File: src/rtl/zone_stat_writer.sv
// zone_stat_writer
// Reduces the active pixel stream to one 8-bit statistic per backlight zone.
// It then writes each band of zones to the zone RAM bus, one word per clock.
//
// Configuration macro ZONE_STAT_AVG_EN:
//   undefined - the zone value is the maximum luma (8-bit accumulators).
//   defined   - the zone value is the mean luma. ZW and ZH must be powers of two.

module zone_stat_writer #(
  parameter int H_ACT   = 1024,
  parameter int V_ACT   = 768,
  parameter int ZONES_X = 16,
  parameter int ZONES_Y = 12
) (
  input  logic       iODCK,
  input  logic       iRST,
  input  logic       iVS,
  input  logic       iDE,
  input  logic [7:0] iY,
  output logic       oWEA,
  output logic [7:0] oData,
  output logic [8:0] oAddress,
  output logic       oBusy,
  output logic       oFrameDone
);

  localparam int ZW     = H_ACT / ZONES_X;
  localparam int ZH     = V_ACT / ZONES_Y;
  localparam int PX_W   = (ZW > 1)      ? $clog2(ZW)      : 1;
  localparam int COL_W  = (ZONES_X > 1) ? $clog2(ZONES_X) : 1;
  localparam int LINE_W = (ZH > 1)      ? $clog2(ZH)      : 1;
  localparam int BAND_W = (ZONES_Y > 1) ? $clog2(ZONES_Y) : 1;
  localparam int KW     = COL_W;
`ifdef ZONE_STAT_AVG_EN
  localparam int SHIFT  = $clog2(ZW * ZH);
`else
  localparam int SHIFT  = 0;
`endif
  localparam int ACC_W  = 8 + SHIFT;

  typedef enum logic [1:0] {
    S_IDLE,
    S_ACTIVE,
    S_FLUSH
  } state_t;

  // Control and output registers
  state_t              state_q;
  logic [PX_W-1:0]     px_q;
  logic [COL_W-1:0]    col_q;
  logic [LINE_W-1:0]   line_q;
  logic [BAND_W-1:0]   band_q;
  logic                seq_run_q;
  logic [KW-1:0]       seq_k_q;
  logic                wea_q;
  logic [7:0]          data_q;
  logic [8:0]          addr_q;
  logic                busy_q;
  logic                done_q;

  // Statistics storage
  logic [ACC_W-1:0]    acc_q    [ZONES_X];
  logic [7:0]          shadow_q [ZONES_X];

  // Next-state helpers
  logic [ACC_W-1:0]    acc_d;
  logic [7:0]          shadow_d [ZONES_X];
  logic [8:0]          base_d;

  logic pix_ok;
  logic px_last;
  logic col_last;
  logic line_last;
  logic band_last;
  logic zone_first;
  logic band_end;
  logic frame_end;

  // The zone value is the top 8 bits of the accumulator.
  // That is the max directly, or the sum divided by the pixel count.
  function automatic logic [7:0] zone_val(input logic [ACC_W-1:0] a);
    return a[ACC_W-1 -: 8];
  endfunction

  // A pixel counts only while a frame is active. The frame-start cycle is not a pixel.
  assign pix_ok     = (state_q == S_ACTIVE) && iDE && !iVS;
  assign px_last    = (px_q   == PX_W'(ZW - 1));
  assign col_last   = (col_q  == COL_W'(ZONES_X - 1));
  assign line_last  = (line_q == LINE_W'(ZH - 1));
  assign band_last  = (band_q == BAND_W'(ZONES_Y - 1));
  assign zone_first = (line_q == '0) && (px_q == '0);
  assign band_end   = pix_ok && px_last && col_last && line_last;
  assign frame_end  = band_end && band_last;
  assign base_d     = 9'(band_q) * 9'(ZONES_X);

  // Accumulator entry for the current column, updated with the incoming pixel
  always_comb begin
    // NOTE: every always_comb output gets a default first, so no path can infer a latch.
    acc_d = acc_q[col_q];
    if (zone_first) begin
      acc_d = ACC_W'(iY);
    end else begin
`ifdef ZONE_STAT_AVG_EN
      acc_d = acc_q[col_q] + ACC_W'(iY);
`else
      if (iY > acc_q[col_q]) acc_d = ACC_W'(iY);
`endif
    end
  end

  // Snapshot of the finished band; the last column includes the band-end pixel
  always_comb begin
    for (int k = 0; k < ZONES_X; k++) begin
      shadow_d[k] = zone_val(acc_q[k]);
    end
    shadow_d[ZONES_X-1] = zone_val(acc_d);
  end

  // Accumulator and shadow banks
  always_ff @(posedge iODCK) begin
    // NOTE: the banks have no reset. Each zone's first pixel overwrites its entry,
    // and the shadow bank is only read after a band end has loaded it.
    if (pix_ok) acc_q[col_q] <= acc_d;
    if (band_end) begin
      for (int k = 0; k < ZONES_X; k++) begin
        shadow_q[k] <= shadow_d[k];
      end
    end
  end

  // Frame FSM, pixel counters and write sequencer with registered bus outputs
  always_ff @(posedge iODCK or posedge iRST) begin
    // NOTE: sequential state uses non-blocking assignments only,
    // so every register samples values from before the edge.
    if (iRST) begin
      state_q   <= S_IDLE;
      px_q      <= '0;
      col_q     <= '0;
      line_q    <= '0;
      band_q    <= '0;
      seq_run_q <= 1'b0;
      seq_k_q   <= '0;
      wea_q     <= 1'b0;
      data_q    <= '0;
      addr_q    <= '0;
      busy_q    <= 1'b0;
      done_q    <= 1'b0;
    end else begin
      done_q <= 1'b0;
      if (iVS) begin
        // Frame start wins everywhere: restart counting and drop any pending writes
        px_q      <= '0;
        col_q     <= '0;
        line_q    <= '0;
        band_q    <= '0;
        seq_run_q <= 1'b0;
        seq_k_q   <= '0;
        wea_q     <= 1'b0;
        busy_q    <= 1'b1;
        state_q   <= S_ACTIVE;
      end else begin
        // Write sequencer: the first word comes straight from the snapshot, the rest from shadow
        wea_q <= 1'b0;
        if (band_end) begin
          wea_q     <= 1'b1;
          addr_q    <= base_d;
          data_q    <= shadow_d[0];
          seq_k_q   <= KW'(1);
          seq_run_q <= (ZONES_X > 1);
        end else if (seq_run_q) begin
          wea_q   <= 1'b1;
          addr_q  <= addr_q + 9'd1;
          data_q  <= shadow_q[seq_k_q];
          seq_k_q <= seq_k_q + KW'(1);
          if (seq_k_q == KW'(ZONES_X - 1)) seq_run_q <= 1'b0;
        end

        // Pixel position: px -> col -> line -> band carry chain
        if (pix_ok) begin
          if (px_last) begin
            px_q <= '0;
            if (col_last) begin
              col_q <= '0;
              if (line_last) begin
                line_q <= '0;
                band_q <= band_last ? '0 : band_q + BAND_W'(1);
              end else begin
                line_q <= line_q + LINE_W'(1);
              end
            end else begin
              col_q <= col_q + COL_W'(1);
            end
          end else begin
            px_q <= px_q + PX_W'(1);
          end
        end

        case (state_q)
          S_ACTIVE: if (frame_end) state_q <= S_FLUSH;
          S_FLUSH: begin
            // The last write is on the bus and no more are queued
            if (wea_q && !seq_run_q) begin
              done_q  <= 1'b1;
              busy_q  <= 1'b0;
              state_q <= S_IDLE;
            end
          end
          default: ;
        endcase
      end
    end
  end

  assign oWEA       = wea_q;
  assign oData      = data_q;
  assign oAddress   = addr_q;
  assign oBusy      = busy_q;
  assign oFrameDone = done_q;

endmodule
File: config.mk
export PLATFORM = sky130hd
export DESIGN_NAME = zone_stat_writer
export DESIGN_NICKNAME = d
export VERILOG_FILES = /design/src/rtl/zone_stat_writer.sv
export SDC_FILE = /design/constraint.sdc
export NUM_CORES = 1
export LEC_CHECK = 0
export CAP_MARGIN = 20
export CORE_ASPECT_RATIO = 0.6
export CORE_MARGIN = 1.5
export CORE_UTILIZATION = 50
export DETAILED_ROUTE_END_ITERATION = 8
export GPL_TIMING_DRIVEN = 0
export MAX_ROUTING_LAYER = met4
export PLACE_DENSITY = 0.67
export SYNTH_ARGS = -nofsm -noshare
export SYNTH_HDL_FRONTEND = slang
export SYNTH_SLANG_ARGS = --single-unit
File: constraint.sdc
create_clock -name iODCK -period 4.74 [get_ports iODCK]
set_input_delay 0.711 -clock iODCK [delete_from_list [all_inputs] [get_ports iODCK]]
set_output_delay 0.711 -clock iODCK [all_outputs]
set_load 0.03 [all_outputs]
**After elaboration in Yosys (flattened, before gate mapping)**

Memories as Yosys holds them, arrays and structs flattened.
Index checks and enable logic that the tools add are counted.

- Add/sub/neg operators: 6
- Order comparisons: 1
- Equality and inequality tests: 9
- Mux-type cells: 48
- Bitwise operators: 1
- Reductions and logical operators: 27

Operator list:

| kind | count |
|---|---|
| 4-bit two-way mux | 13 |
| 6-bit two-way mux | 8 |
| 8-bit two-way mux | 4 |
| 9-bit two-way mux | 2 |
| 1-bit two-way mux | 17 |
| 2-bit nonzero test | 7 |
| 4-bit by 1-bit adder with 4-bit output (second input constant) | 3 |
| 6-bit by 1-bit adder with 6-bit output (second input constant) | 2 |
| 4-bit equality test (second input constant) | 3 |
| 6-bit equality test (second input constant) | 2 |
| 6-bit zero test | 2 |
| 9-bit by 1-bit adder with 9-bit output (second input constant) | 1 |
| 8-bit greater-than comparator | 1 |
| 1-bit logical AND | 8 |
| 2-bit two-way mux | 3 |
| 3-bit inequality test (second input constant) | 2 |
| 2-bit AND reduction | 3 |
| 3-bit AND reduction | 2 |
| 3-bit nonzero test | 2 |
| 2-bit case mux with 2 select lines | 1 |
| 4-bit AND reduction | 1 |
| 2-bit by 1-bit equality test with 1-bit output (second input constant) | 1 |
| 2-bit equality test (second input constant) | 1 |
| 1-bit zero test | 2 |
| 1-bit inverter | 1 |

- Register bits: 47
- RAM bits: 256
- Bits of input ports: 12
- Output and inout port bits: 20
- Word-level logic and storage cells: 106
- Memories kept: 2

Memories:

| memory | depth | bits a word | rd ports | clocked after Yosys merged registers in | write ports | RTL line | RTL |
|---|---|---|---|---|---|---|---|
| acc_q | 16 | 8 | 16 | 0 | 1 | 62 | `logic [ACC_W-1:0] acc_q [ZONES_X];` |
| shadow_q | 16 | 8 | 1 | 0 | 16 | 63 | `logic [7:0] shadow_q [ZONES_X];` |

**Logic depth before layout (Yosys ltp)**

- Depth in word-level cells: 10
- Depth in mapped cells: 11
- Depth with buffers taken out: 9

**Worst setup path before layout**

No wires, ideal clock.

- Path type: register -> register
- Start: reg col_q[0]
- End: mem acc_q[0][1] (netlist bit), data pin
- Library setup time: 0.302 ns
- Arrival time: 3.104 ns
- Data required time: 4.438 ns
- Setup slack: 1.334 ns
- Cell stages (with the launch flop): 12
- Buffers on the path: 2
- Period minus slack after synthesis: 3.406 ns
- Cell sequence: dfrtp_1 -> buf_6 -> buf_6 -> mux4_2 -> a22o_1 -> nor2_1 -> ha_1 -> nor2b_1 -> o211ai_1 -> a21o_1 -> nand3_1 -> mux2i_1

- Longest elaborated chain between the ends: 4

Ends and longest elaborated chain:

| item | RTL line | RTL |
|---|---|---|
| from (decl) | 50 | `logic [COL_W-1:0] col_q;` |
| from (signal assigned) | 191 | `col_q <= col_q + COL_W'(1);` |
| memory 16 x 8 bit * | n/a |  |
| 8-bit greater-than comparator | 106 | `if (iY > acc_q[col_q]) acc_d = ACC_W'(iY);` |
| 8-bit two-way mux * | 106 |  |
| 8-bit two-way mux * | 100 | `if (zone_first) begin` |
| named net acc_d[1] | 66 | `logic [ACC_W-1:0] acc_d;` |
| to (decl) | 62 |  |

The timed path passes the listed nets; every way through them passes the cells marked *.

**Worst setup path after layout**

- Start: reg col_q[1]
- End: mem acc_q[10][7] (netlist bit), data pin

Same word-level chain as after synthesis.

==> key figures <==
Setup path
  • Worst path cell trace: buf_4 > clkbuf_1 > mux4_2 > a22o_1 > nor2_1 > ha_1 > nor2b_1 > o211ai_1 > a21o_1 > nand3_1 > mux2i_1 > buf_4
  • Crit path largest cell delay: approximately 650 ps
  • Critical path fanouts, max: 13
  • Critical Path RT: 5130 ps
  • Delay-heaviest family, CP: buffers and inverters
  • Slowest CP cell: clkbuf_1
  • Critical path launch point type: flip-flop
  • Critical Path AT: 4890 ps
  • Most frequent CP cell: buf_4
  • Worst Path Buf+Inv: 3
  • Crit Path Category: reg2reg
  • CP Capture Type: flip-flop

GRT
  • Largest net degree at the start of global routing: 77
  • GRT met3 Usage: 4.976%
  • Met2 GRT Util: between 30% and 40%
  • Total track usage: 24.42%
  • Remaining Overflow, GRT: 0
  • Number of global-route vias before repair: between 7000 and 8000
  • Busiest grt layer: met1
  • Initial antenna violation count: 1
  • Global-route wire length before repair: 45.30 mm
  • Met1 Track Usage GR: 36.38%

Clocking
  • Clk sinks: roughly 300
  • TritonCTS buffer count: 28
  • H-tree lvl count: 1
  • Postcts setup bufs: 0
  • CTS tree: built
  • Clock Tree Root: clkbuf_16
  • CTS clock-pin slew for the worst setup and hold paths: ~70 ps
  • Hold buffer count at CTS: 0
  • Clk_lat worst skew: 560 ps
  • Clock buffer depth: 3

Routing
  • Wire per inst: about 26 um
  • Initial drt markers: 905
  • DRT antenna net count: 0
  • Vias per inst: 6.208
  • Total Wirelength: just over 30 mm
  • DRC violations left: 0
  • Total number of vias: 7238
  • Drt pass-1 iters: 5

Logic synthesis
  • Post-synth EDFFs: 256
  • Post-synthesis sequential area ratio: a little over two thirds
  • Avg Inst Size Synth: approximately 17 um2
  • Yosys reg bits: 303
  • Library cells used by synthesis: 57
  • Top cells by area, synth: edfxtp_1 (61%), dfrtp_1 (9.3%), mux4_2 (6.0%)
  • Synth top area share: 60.59%
  • Gate count of the mapped netlist: roughly 750
  • Synth warn: 0
  • Synth Flop Type: edfxtp_1
  • Mapped Area: 0.01269 mm2
  • Syn nets: 783
  • Asr flop ratio synth: between 15 and 20%
  • Area leader, netlist: edfxtp_1

Timing
  • Final setup vio count: 0
  • Final period utilization: 94.80%
  • RSZ-0062 raised after global routing: no
  • Fin. Hold Viols: 0
  • Setup TNS: 0 ps
  • Fin worst setup slack: 246.3 ps
  • Slew at the pin closest to its max-slew limit: 827.3 ps
  • Clk_skew: between 10 and 15 ps
  • Achievable Freq: 222.5 MHz
  • Final worst path period need: about 4500 ps
  • Final slew viol count: 0
  • Rel. slew slack: roughly 45%

Pwr
  • Psw: 0.001131 W
  • Seq pwr share: between 50% and 60%
  • Peak supply drop: roughly 0.27 mV
  • Pwr Density: about 370 mW/mm2
  • Lkg Pwr: 5.013 nW
  • Clock Power Share: 41.3%
  • Net Sw Frac: 21.03%
  • Internal power: 0.004246 W
  • Combinational group share of total power: 4.0%

Place
  • Pre-CTS setup slack: 180.2 ps
  • HPWL Detailed: 21.45 mm
  • RePlAce Congestion: 0.8739
  • IO buf count: 30

Die
  • Die span in y: 126.4 um
  • Chip width: 208.7 um
  • Die ar.: 0.02637 mm2
  • CORE AREA: 0.02455 mm2
  • Initial core utilization: a little over 50%
  • Site Rows: 44
  • IO Count: 32

Final layout
  • Commonest non-fill, non-tap cell in the layout: edfxtp_1
  • Number of fill cells in the layout: 1831
  • Share of cells above drive strength 1: 15.18%
  • Most frequent cells in the layout: edfxtp_1 (256), dfrtp_1 (47), nor2_1 (45)
  • Layout area overhead: 13.82%
  • Nets: 852

Job
  • Max_cap viols: 0

Hold path
  • Hold WC Path Type: in2async

Run status
  • Status: complete, no violations
-- power groups by stage --
| stage | Clock [W] | Combinational, W | Sequential, W |
|---|---|---|---|
| floorplan | 0 | 0.0000994 | 0.00299 |
| CTS | 0.00224 | 0.000210 | 0.00294 |
| detailed placement | 0 | 0.000208 | 0.00300 |
| global route | 0.00235 | 0.000231 | 0.00294 |
| finish | 0.00222 | 0.000213 | 0.00294 |
| global placement | 0 | 0.000167 | 0.00300 |
-- routing by layer --
metal / share of wire, % / wire [um]
met1: 44 / 13560
met5: 0 / 0
met4: 1.9 / 589
met3: 9.8 / 2997
met2: 44 / 13530
-- synth_stat cells, types with 9 or more instances --
cell type	n
a21oi_1	17
buf_6	10
o31ai_1	9
mux4_2	34
o21ai_0	11
mux4_1	14
edfxtp_1	256
nor2_1	45
and2_1	11
mux2i_1	46
and3_1	11
nand4_1	13
buf_2	13
dfrtp_1	47
inv_1	22
ha_1	19
nand3_1	11
o22ai_1	19
nand2_1	37
a22o_1	14
-- final cells by class --
| class | instances | area [um2] | area share [%] |
|---|---|---|---|
| Multi-Input combinational cell | 391 | 3530 | 24.44 |
| Clock inverter | 19 | 176.4 | 1.222 |
| Inverter | 22 | 82.58 | 0.5718 |
| Tap cell | 322 | 402.9 | 2.790 |
| Clock buffer | 33 | 719.4 | 4.982 |
| Antenna cell | 1 | 2.502 | 0.01733 |
| Sequential cell | 303 | 8864 | 61.38 |
| Buffer | 36 | 241.5 | 1.672 |
| Timing Repair Buffer | 39 | 422.9 | 2.928 |
-- kinds of logic after synthesis --
logic type / after synthesis / share of synthesized area, %
AOI/OAI and AO/OA: 102 / 5.581
xor gates and xnor gates: 11 / 0.7594
adders and majority gates: 19 / 1.874
buffers and inverters: 58 / 2.505
DFF: 303 / 69.86
muxes: 95 / 12.65
and+or+nand+nor: 164 / 6.775
-- worst reg2reg max path: cells and delay by family (launching register included) --
family / cells / cell delay [ps]
DFF: 1 / 380
adders and majority gates: 1 / 290
muxes: 2 / 1100
and+or+nand+nor: 3 / 780
AOI/OAI and AO/OA: 3 / 570
buffers and inverters: 3 / 1180
-- registers in the layout, indices dropped and copies added (netlist names) --
register	cells
px_q	6
oData	8
acc_q	128
col_q	4
oWEA	1
state_q	2
seq_k_q	4
line_q	6
band_q	4
oFrameDone	1
shadow_q	128
oBusy	1
seq_run_q	1
oAddress	9
-- stage by stage --
step                      hold slack, ps  instance area, um2  total power, W  util [%]  cells
after floorplan                    417.2               12690        0.003093         -    752
after global placement             419.0               13390        0.003166     54.54   1104
after detailed placement           427.0               13540        0.003206     55.13   1113
after CTS                          353.8               14430        0.005390     58.78   1165
after global routing               371.2               14440        0.005517     58.82   1166
final                              359.6               14440        0.005377     58.82   1166
-- worst paths after layout --
path / end / slack, ps / start / cells past startpoint
setup reg to reg: acc_q[10][7]$_DFFE_PP_ / 250 / col_q[1]$_DFFE_PP0P_ / 12
min in group iODCK: shadow_q[4][4]$_DFFE_PN_ / 440 / acc_q[4][4]$_DFFE_PP_ / 0
hold / removal: oAddress[1]$_DFFE_PP0P_ / 360 / iRST / 2
max in group asynchronous: line_q[3]$_DFFE_PP0P_ / 3900 / iRST / 3
hold reg to reg: shadow_q[4][4]$_DFFE_PN_ / 440 / acc_q[4][4]$_DFFE_PP_ / 0
setup / recovery: acc_q[10][7]$_DFFE_PP_ / 250 / col_q[1]$_DFFE_PP0P_ / 12
-- what timing repair did --
item                                   CTS  global route
gates resized for setup                  0             2
endpoints found under the hold margin    0             0
setup endpoints to repair                0            27
(Power assumes the default switching activity.)
